==> src/rtl/chr_bg_fill_ctrl.sv <==
// Write-port mux for the chr_bg name-table RAM: CPU byte writes plus a rectangle-fill engine.
// Latency: 1 cycle from deciding edge to chr_* outputs. CPU writes win; the fill stalls and never drops a cell.
module chr_bg_fill_ctrl #(
    parameter int CHR_SIZE_BITS = 6,
    parameter int DATA_WIDTH    = 8
) (
    input  logic                    clk,
    input  logic                    reset,
    input  logic [31:0]             cpu_address,
    input  logic [DATA_WIDTH-1:0]   cpu_din,
    input  logic                    cpu_we,
    input  logic                    fill_start,
    input  logic                    fill_abort,
    input  logic [CHR_SIZE_BITS-1:0] fill_x,
    input  logic [CHR_SIZE_BITS-1:0] fill_y,
    input  logic [CHR_SIZE_BITS:0]  fill_w,
    input  logic [CHR_SIZE_BITS:0]  fill_h,
    input  logic [DATA_WIDTH-1:0]   fill_value,
    output logic                    busy,
    output logic                    done,
    output logic [31:0]             chr_address,
    output logic [DATA_WIDTH-1:0]   chr_din,
    output logic                    chr_we
);
    localparam int CSB = CHR_SIZE_BITS;
    localparam int AW  = 2 * CHR_SIZE_BITS;
    localparam logic [CSB:0] MAP_DIM = (CSB+1)'(2 ** CSB);

    typedef enum logic [1:0] {IDLE, RUN, DONE} state_t;

    state_t                state_q, state_d;
    logic [CSB-1:0]        x_q, x_d, y_q, y_d;
    logic [CSB:0]          w_q, w_d, h_q, h_d;
    logic [DATA_WIDTH-1:0] val_q, val_d;
    logic [CSB-1:0]        col_q, col_d, row_q, row_d;
    logic                  busy_q, busy_d, done_q, done_d, we_q, we_d;
    logic [AW-1:0]         addr_q, addr_d;
    logic [DATA_WIDTH-1:0] din_q, din_d;

    logic [CSB:0]   w_clamp, h_clamp;
    logic [CSB-1:0] cell_x, cell_y;
    logic           last_col, last_row;
    logic           unused_addr_bits;

    assign unused_addr_bits = ^cpu_address[31:AW];

    assign w_clamp  = (fill_w > MAP_DIM) ? MAP_DIM : fill_w;
    assign h_clamp  = (fill_h > MAP_DIM) ? MAP_DIM : fill_h;
    // Sums truncate to CSB bits, so rectangles wrap around the map edges.
    assign cell_x   = x_q + col_q;
    assign cell_y   = y_q + row_q;
    assign last_col = ({1'b0, col_q} == (w_q - 1'b1));
    assign last_row = ({1'b0, row_q} == (h_q - 1'b1));

    always_comb begin
        state_d = state_q;
        x_d     = x_q;
        y_d     = y_q;
        w_d     = w_q;
        h_d     = h_q;
        val_d   = val_q;
        col_d   = col_q;
        row_d   = row_q;
        busy_d  = busy_q;
        done_d  = 1'b0;
        we_d    = 1'b0;
        addr_d  = addr_q;
        din_d   = din_q;

        if (cpu_we) begin
            we_d   = 1'b1;
            addr_d = cpu_address[AW-1:0];
            din_d  = cpu_din;
        end

        case (state_q)
            IDLE: begin
                if (fill_start) begin
                    x_d     = fill_x;
                    y_d     = fill_y;
                    w_d     = w_clamp;
                    h_d     = h_clamp;
                    val_d   = fill_value;
                    col_d   = '0;
                    row_d   = '0;
                    busy_d  = 1'b1;
                    state_d = (w_clamp == '0 || h_clamp == '0) ? DONE : RUN;
                end
            end
            RUN: begin
                // A CPU write steals the port; counters hold and abort waits.
                if (!cpu_we) begin
                    if (fill_abort) begin
                        state_d = DONE;
                    end else begin
                        we_d   = 1'b1;
                        din_d  = val_q;
                        addr_d = {cell_y, cell_x};
                        if (last_col) begin
                            col_d = '0;
                            row_d = row_q + 1'b1;
                            if (last_row) begin
                                state_d = DONE;
                            end
                        end else begin
                            col_d = col_q + 1'b1;
                        end
                    end
                end
            end
            DONE: begin
                done_d  = 1'b1;
                busy_d  = 1'b0;
                state_d = IDLE;
            end
            default: state_d = IDLE;
        endcase
    end

    always_ff @(posedge clk or negedge reset) begin
        if (!reset) begin
            state_q <= IDLE;
            x_q     <= '0;
            y_q     <= '0;
            w_q     <= '0;
            h_q     <= '0;
            val_q   <= '0;
            col_q   <= '0;
            row_q   <= '0;
            busy_q  <= 1'b0;
            done_q  <= 1'b0;
            we_q    <= 1'b0;
            addr_q  <= '0;
            din_q   <= '0;
        end else begin
            state_q <= state_d;
            x_q     <= x_d;
            y_q     <= y_d;
            w_q     <= w_d;
            h_q     <= h_d;
            val_q   <= val_d;
            col_q   <= col_d;
            row_q   <= row_d;
            busy_q  <= busy_d;
            done_q  <= done_d;
            we_q    <= we_d;
            addr_q  <= addr_d;
            din_q   <= din_d;
        end
    end

    assign busy        = busy_q;
    assign done        = done_q;
    assign chr_we      = we_q;
    assign chr_din     = din_q;
    assign chr_address = {{(32-AW){1'b0}}, addr_q};
endmodule

==> config.mk <==
export PLATFORM = sky130hd
export DESIGN_NAME = chr_bg_fill_ctrl
export DESIGN_NICKNAME = d
export VERILOG_FILES = /design/src/rtl/chr_bg_fill_ctrl.sv
export SDC_FILE = /design/constraint.sdc
export NUM_CORES = 1
export LEC_CHECK = 0
export ABC_AREA = 1
export BUFFER_PORTS_ARGS = -buffer_cell sky130_fd_sc_hd__buf_2
export CAP_MARGIN = 30
export CORE_ASPECT_RATIO = 2
export CORE_MARGIN = 2
export CORE_UTILIZATION = 30
export CTS_BUF_LIST = sky130_fd_sc_hd__clkbuf_4 sky130_fd_sc_hd__clkbuf_8 sky130_fd_sc_hd__clkbuf_16
export DETAILED_ROUTE_END_ITERATION = 6
export PLACE_DENSITY = 0.49
export REMOVE_ABC_BUFFERS = 1
export SKIP_LAST_GASP = 1
export SLEW_MARGIN = 30
export SYNTH_ARGS = -nofsm -noshare
export SYNTH_HDL_FRONTEND = slang
export SYNTH_SLANG_ARGS = --single-unit
==> constraint.sdc <==
create_clock -name clk -period 3.2 [get_ports clk]
set_clock_uncertainty 0.1 [all_clocks]
set_input_delay 0.16 -clock clk [delete_from_list [all_inputs] [get_ports clk]]
set_output_delay 0.16 -clock clk [all_outputs]
set_load 0.05 [all_outputs]
Word-level counts from Yosys, hierarchy flattened
Cells that the tools add are included.
{ "op_classes": {"addsub": 6, "n_lt_le_gt_ge": 2, "n_eq_ne": 10, "muxes": 33, "reduce_logical": 11} }
{ "ops": {"columns": ["cell", "n"], "rows": [
  ["2-to-1 mux 12 bit", 4],
  ["2-to-1 mux 6 bit", 7],
  ["2-to-1 mux 8 bit", 4],
  ["one-hot mux 6 bit (2 select lines)", 2],
  ["equality test 6 x 7 -> 1 bit", 2],
  ["> comparator 7 bit (second input constant)", 2],
  ["logical NOT 7 bit", 2],
  ["2-to-1 mux 7 bit", 2],
  ["subtractor 7 x 1 -> 7 bit (second input constant)", 2],
  ["adder 6 x 1 -> 6 bit (second input constant)", 2],
  ["adder 6 bit", 2],
  ["2-to-1 mux 2 bit", 6],
  ["inequality test 2 bit (second input constant)", 4],
  ["AND reduction 4 bit", 2],
  ["2-to-1 mux 1 bit", 6],
  ["inequality test 3 bit (second input constant)", 2],
  ["AND reduction 5 bit", 1],
  ["one-hot mux 2 bit (2 select lines)", 1],
  ["AND reduction 2 bit", 2],
  ["nonzero test 2 bit", 2],
  ["equality test 2 x 1 -> 1 bit (second input constant)", 1],
  ["equality test 2 bit (second input constant)", 1],
  ["logical NOT 2 bit", 1],
  ["one-hot mux 1 bit (2 select lines)", 1],
  ["logical OR 1 bit", 1]
]} }
{ "totals": {"register_bits": 71, "input_bits": 79, "output_inout_bits": 43} }

Logic depth before layout (Yosys ltp)
{ "depth": {"depth_word": 7, "depth_mapped": 15, "depth_no_buf": 15} }

Worst setup path after synthesis
Ideal clock, no wire load.
{ "synth_timing": {"path_type": "reg-to-reg", "from": "reg w_q[0]", "to": "reg state_q[0]", "setup_ps": 117, "t_arrival_ps": 1501, "required_ps": 2983, "path_slack_ps": 1482, "path_stages_with_launch": 16, "path_buffers": 0, "path_cell_list": "dfrtp_1 inv_1 ha_1 inv_1 nand2_1 nand2_1 nand2_1 nand2_1 nor2_1 nand2_1 nor2_4 nand2_1 nand2_1 nand2_1 nand2_1 nand2_1"} }
{ "synth_between": {"elab_chain_cells": 4} }
{ "synth_lines": {"columns": ["item", "line", "source"], "rows": [
  ["start: declaration", "33", "logic [CSB:0] w_q, w_d, h_q, h_d;"],
  ["start signal: assignment", "139", "w_q <= w_d;"],
  ["subtractor 7 x 1 -> 7 bit", "52", "assign last_col = ({1'b0, col_q} == (w_q - 1'b1));"],
  ["equality test 6 x 7 -> 1 bit", "52", null],
  ["inequality test 3 bit (no line)", null, null],
  ["AND reduction 4 bit (no line)", null, null],
  ["end signal: assignment", "136", "state_q <= state_d;"],
  ["end: declaration", "31", "state_t state_q, state_d;"]
]} }
No other way between the ends.
A chain may end at the register's enable or synchronous reset.

Worst setup path in the final report
Same ends and word-level chain as after synthesis.

==> flow_metrics.py <==
metrics = {
    "logic_synthesis": {
        "synth-edff-count": 0,
        "yosysUniqueCellTypes": 33,
        "ys_async_sr_fraction": 1.00,
        "ys_seq_elements": 71,
        "synthCells": 547,
        "ys.flop_type": "dfrtp_1",
        "netlist_area_um2": 4120,
        "syn_area_per_cell_um2": 7.54,
        "yosysSeqAreaShare": 0.431,
        "synth_warnings": 0,
    },
    "place": {
        "dpl_cell_area_um2": 4620,
        "place.port_buffers": 81,
        "place_hpwl_um": 7440,
        "gp_congestion": 0.818,
        "dp.cells": 773,
    },
    "grt": {
        "grt_pass1_wl_um": 16800,
        "grtUsageTotal": 0.143,
        "grt_max_degree": 72,
        "antenna_found_initial": 0,
        "overflow": 0,
        "grt_pass1_vias": 3722,
    },
    "floorplan": {
        "initial_core_util": 0.307,
        "die_area_um2": 14800,
        "io_pins": 122,
        "die_h_um": 170,
        "core_area_um2": 13400,
        "rows": 60,
        "die_x_um": 86.9,
    },
    "clock_tree": {
        "cts_tree": "yes",
        "clk_pin_slew_ns": 0.06,
        "ctsLongestPathBuffers": 2,
        "insertion_delay_ns": 0.33,
        "cts.sinks": 71,
        "htree_levels": 3,
        "cts_buffers": 9,
        "root_buffer": "clkbuf_16",
    },
    "timing": {
        "slew_viol_final": 0,
        "final-hold-violation-count": 0,
        "rsz0062_at_grt": "false",
        "relSlewSlack": 0.561,
        "timing.hold.ws_ns": 0.0132,
        "timing.fmax_mhz": 511,
        "setup_viol": 0,
        "worst_pin_slew_ns": 0.659,
        "setup_tns_ns": 0,
        "finalCritPeriodShare": 0.612,
        "min_period_ns": 1.96,
    },
    "detailed_routing": {
        "vias": 3774,
        "top_layer": "met4",
        "drc_errors": 0,
        "met2_length_um": 5410,
        "wl_per_cell_um": 12.1,
        "antenna_left": 0,
        "drtPass1Iterations": 4,
        "wl_met1_um": 3950,
        "route.met3.wl_um": 435,
        "via_per_inst": 4.54,
        "wl_um": 10000,
        "drtIter0Drc": 108,
    },
    "power_and_ir_drop": {
        "vdd.ir_drop.worst_uv": 311,
        "power_density_nw_per_um2": 884,
        "power_leakage_nw": 2.83,
    },
    "setup_path": {
        "startpoint_type": "flip-flop",
        "rrSetupSlack_ns": 1.24,
        "cp_max_fo": 5,
        "endpoint_kind": "flip-flop",
        "path_class": "flip-flop to flip-flop",
        "reg2reg_to": "state_q[0]",
        "crit_required_ns": 3.32,
        "timing.rr.start": "w_q[0]",
        "arrival_ns": 2.08,
        "reg2reg_depth": 13,
    },
    "cells_and_area": {
        "finalInstanceArea_um2": 5360,
        "final_cells": 831,
        "num-fill-cells": 1391,
        "drive_gt1_frac": 0.179,
        "antenna_cells": 0,
        "layout_commonest_cell": "nand2_1",
        "finalNetCount": 767,
        "syn2layout_area_growth_pct": 30.1,
        "mostFrequentLayoutCells": "nand2_1 (212), buf_2 (80), dfrtp_1 (71)",
    },
    "min_path": {
        "hold_path_depth": 3,
        "hold_start": "cpu_address[7]",
        "hold_path_class": "input port to flip-flop",
        "min_to": "addr_q[7]",
    },
    "flow_run": {
        "maxCapViolCount": 0,
    },
    "status": {
        "status": "completed",
    },
}
[where the power goes]
part           internal, mW  total [mW]  switching, mW
combinational         0.715        2.19           1.47
clock                 0.676        1.04          0.368
sequential             1.24        1.51          0.273
total                  2.63        4.74           2.11
[flip-flops by register name, summed over array words and instances (netlist names)]
| signal | flops |
|---|---|
| col_q | 6 |
| h_q | 7 |
| w_q | 7 |
| busy | 1 |
| chr_we | 1 |
| row_q | 6 |
| chr_din | 8 |
| done | 1 |
| x_q | 6 |
| state_q | 2 |
| y_q | 6 |
| addr_q | 12 |
| val_q | 8 |
[worst max path at each step]
| stage | from | slack, ns | depth (start not counted) | end |
|---|---|---|---|---|
| finish | w_q[0] | 1.24 | 13 | state_q[0] |
| CTS | w_q[0] | 1.19 | 12 | row_q[5] |
| detailed placement | w_q[0] | 1.20 | 11 | col_q[5] |
| global placement | w_q[0] | 1.24 | 11 | col_q[5] |
| global route | w_q[0] | 0.96 | 13 | state_q[0] |
| floorplan | state_q[0] | 1.08 | 7 | h_q[0] |
[cells by family (layout without fill, tap and decap cells)]
kind of cell | count (synthesis) | in the layout | share of synthesized area
muxes | 3 | 3 | 0.00728
adders and majority gates | 16 | 16 | 0.0522
other | 1 | 20 | 0.000910
AOI/OAI and AO/OA | 50 | 50 | 0.0677
buffers and inverters | 84 | 194 | 0.0962
and+or+nand+nor | 306 | 306 | 0.311
xor gates and xnor gates | 16 | 16 | 0.0340
DFF | 71 | 71 | 0.431
[routing by layer]
layer | track usage | vias to the layer above
met2 | 0.262 | 101
li1 | - | 1935
met1 | 0.160 | 1722
met5 | 0 | -
met4 | 0.0598 | 0
met3 | 0.0224 | 16
[area by class of cell]
| cell class | instances | area [um2] | area share |
|---|---|---|---|
| Clock buffer | 9 | 225 | 0.0420 |
| Sequential cell | 71 | 1780 | 0.331 |
| Tap cell | 155 | 194 | 0.0362 |
| Clock inverter | 6 | 86.3 | 0.0161 |
| Inverter | 52 | 195 | 0.0364 |
| Multi-Input combinational cell | 411 | 2020 | 0.377 |
| Timing Repair Buffer | 127 | 865 | 0.161 |
[cells in the mapped netlist (2+ instances only)]
library cell,n,area [um2]
ha_1,14,175
xor2_1,11,96.3
nand4_1,3,18.8
mux2i_1,3,30.0
nor3_1,4,20.0
nor2_1,45,169
o22ai_1,5,31.3
nand2_1,212,796
o21ai_0,19,95.1
nor2_2,5,31.3
xnor2_1,5,43.8
nor2_8,2,40.0
buf_4,20,150
dfrtp_1,71,1780
buf_2,5,25.0
nor2_4,3,33.8
nor4_1,2,12.5
clkbuf_1,6,22.5
fa_1,2,40.0
a21oi_1,9,45.0
inv_1,45,169
inv_2,6,22.5
nand3_1,25,125
or2_2,2,12.5
a31oi_1,13,81.3
nand2_2,2,12.5
o21ai_1,2,10.0
[per-stage QoR]
stage | setup WS, ns | power, mW | utilization
2_1_floorplan | 1.08 | 3.14 | -
3_3_place_gp | 1.24 | 3.66 | 0.344
3_5_place_dp | 1.20 | 3.70 | 0.344
4_1_cts | 1.19 | 4.81 | 0.399
5_1_grt | 0.963 | 5.16 | 0.399
6_report | 1.24 | 4.74 | 0.399
[repair_timing]
action,in CTS,in global routing
endpoints found under the setup margin,0,0
hold buffers,43,0
endpoints found under the hold margin,113,0
gates resized for setup,0,0
buffers inserted,0,0
[critical path, stage by stage (launching register included)]
cell	delay (ns)
dfrtp_1	0.37
inv_1	0.15
ha_1	0.25
nand2_2	0.09
nor2_2	0.12
nor2_1	0.05
nor2_1	0.08
nand3_1	0.14
nor2_4	0.17
nand2_1	0.06
nand2_1	0.08
nand2_1	0.07
nand2_1	0.06
nand2_1	0.04
(Power assumes the default switching activity.)
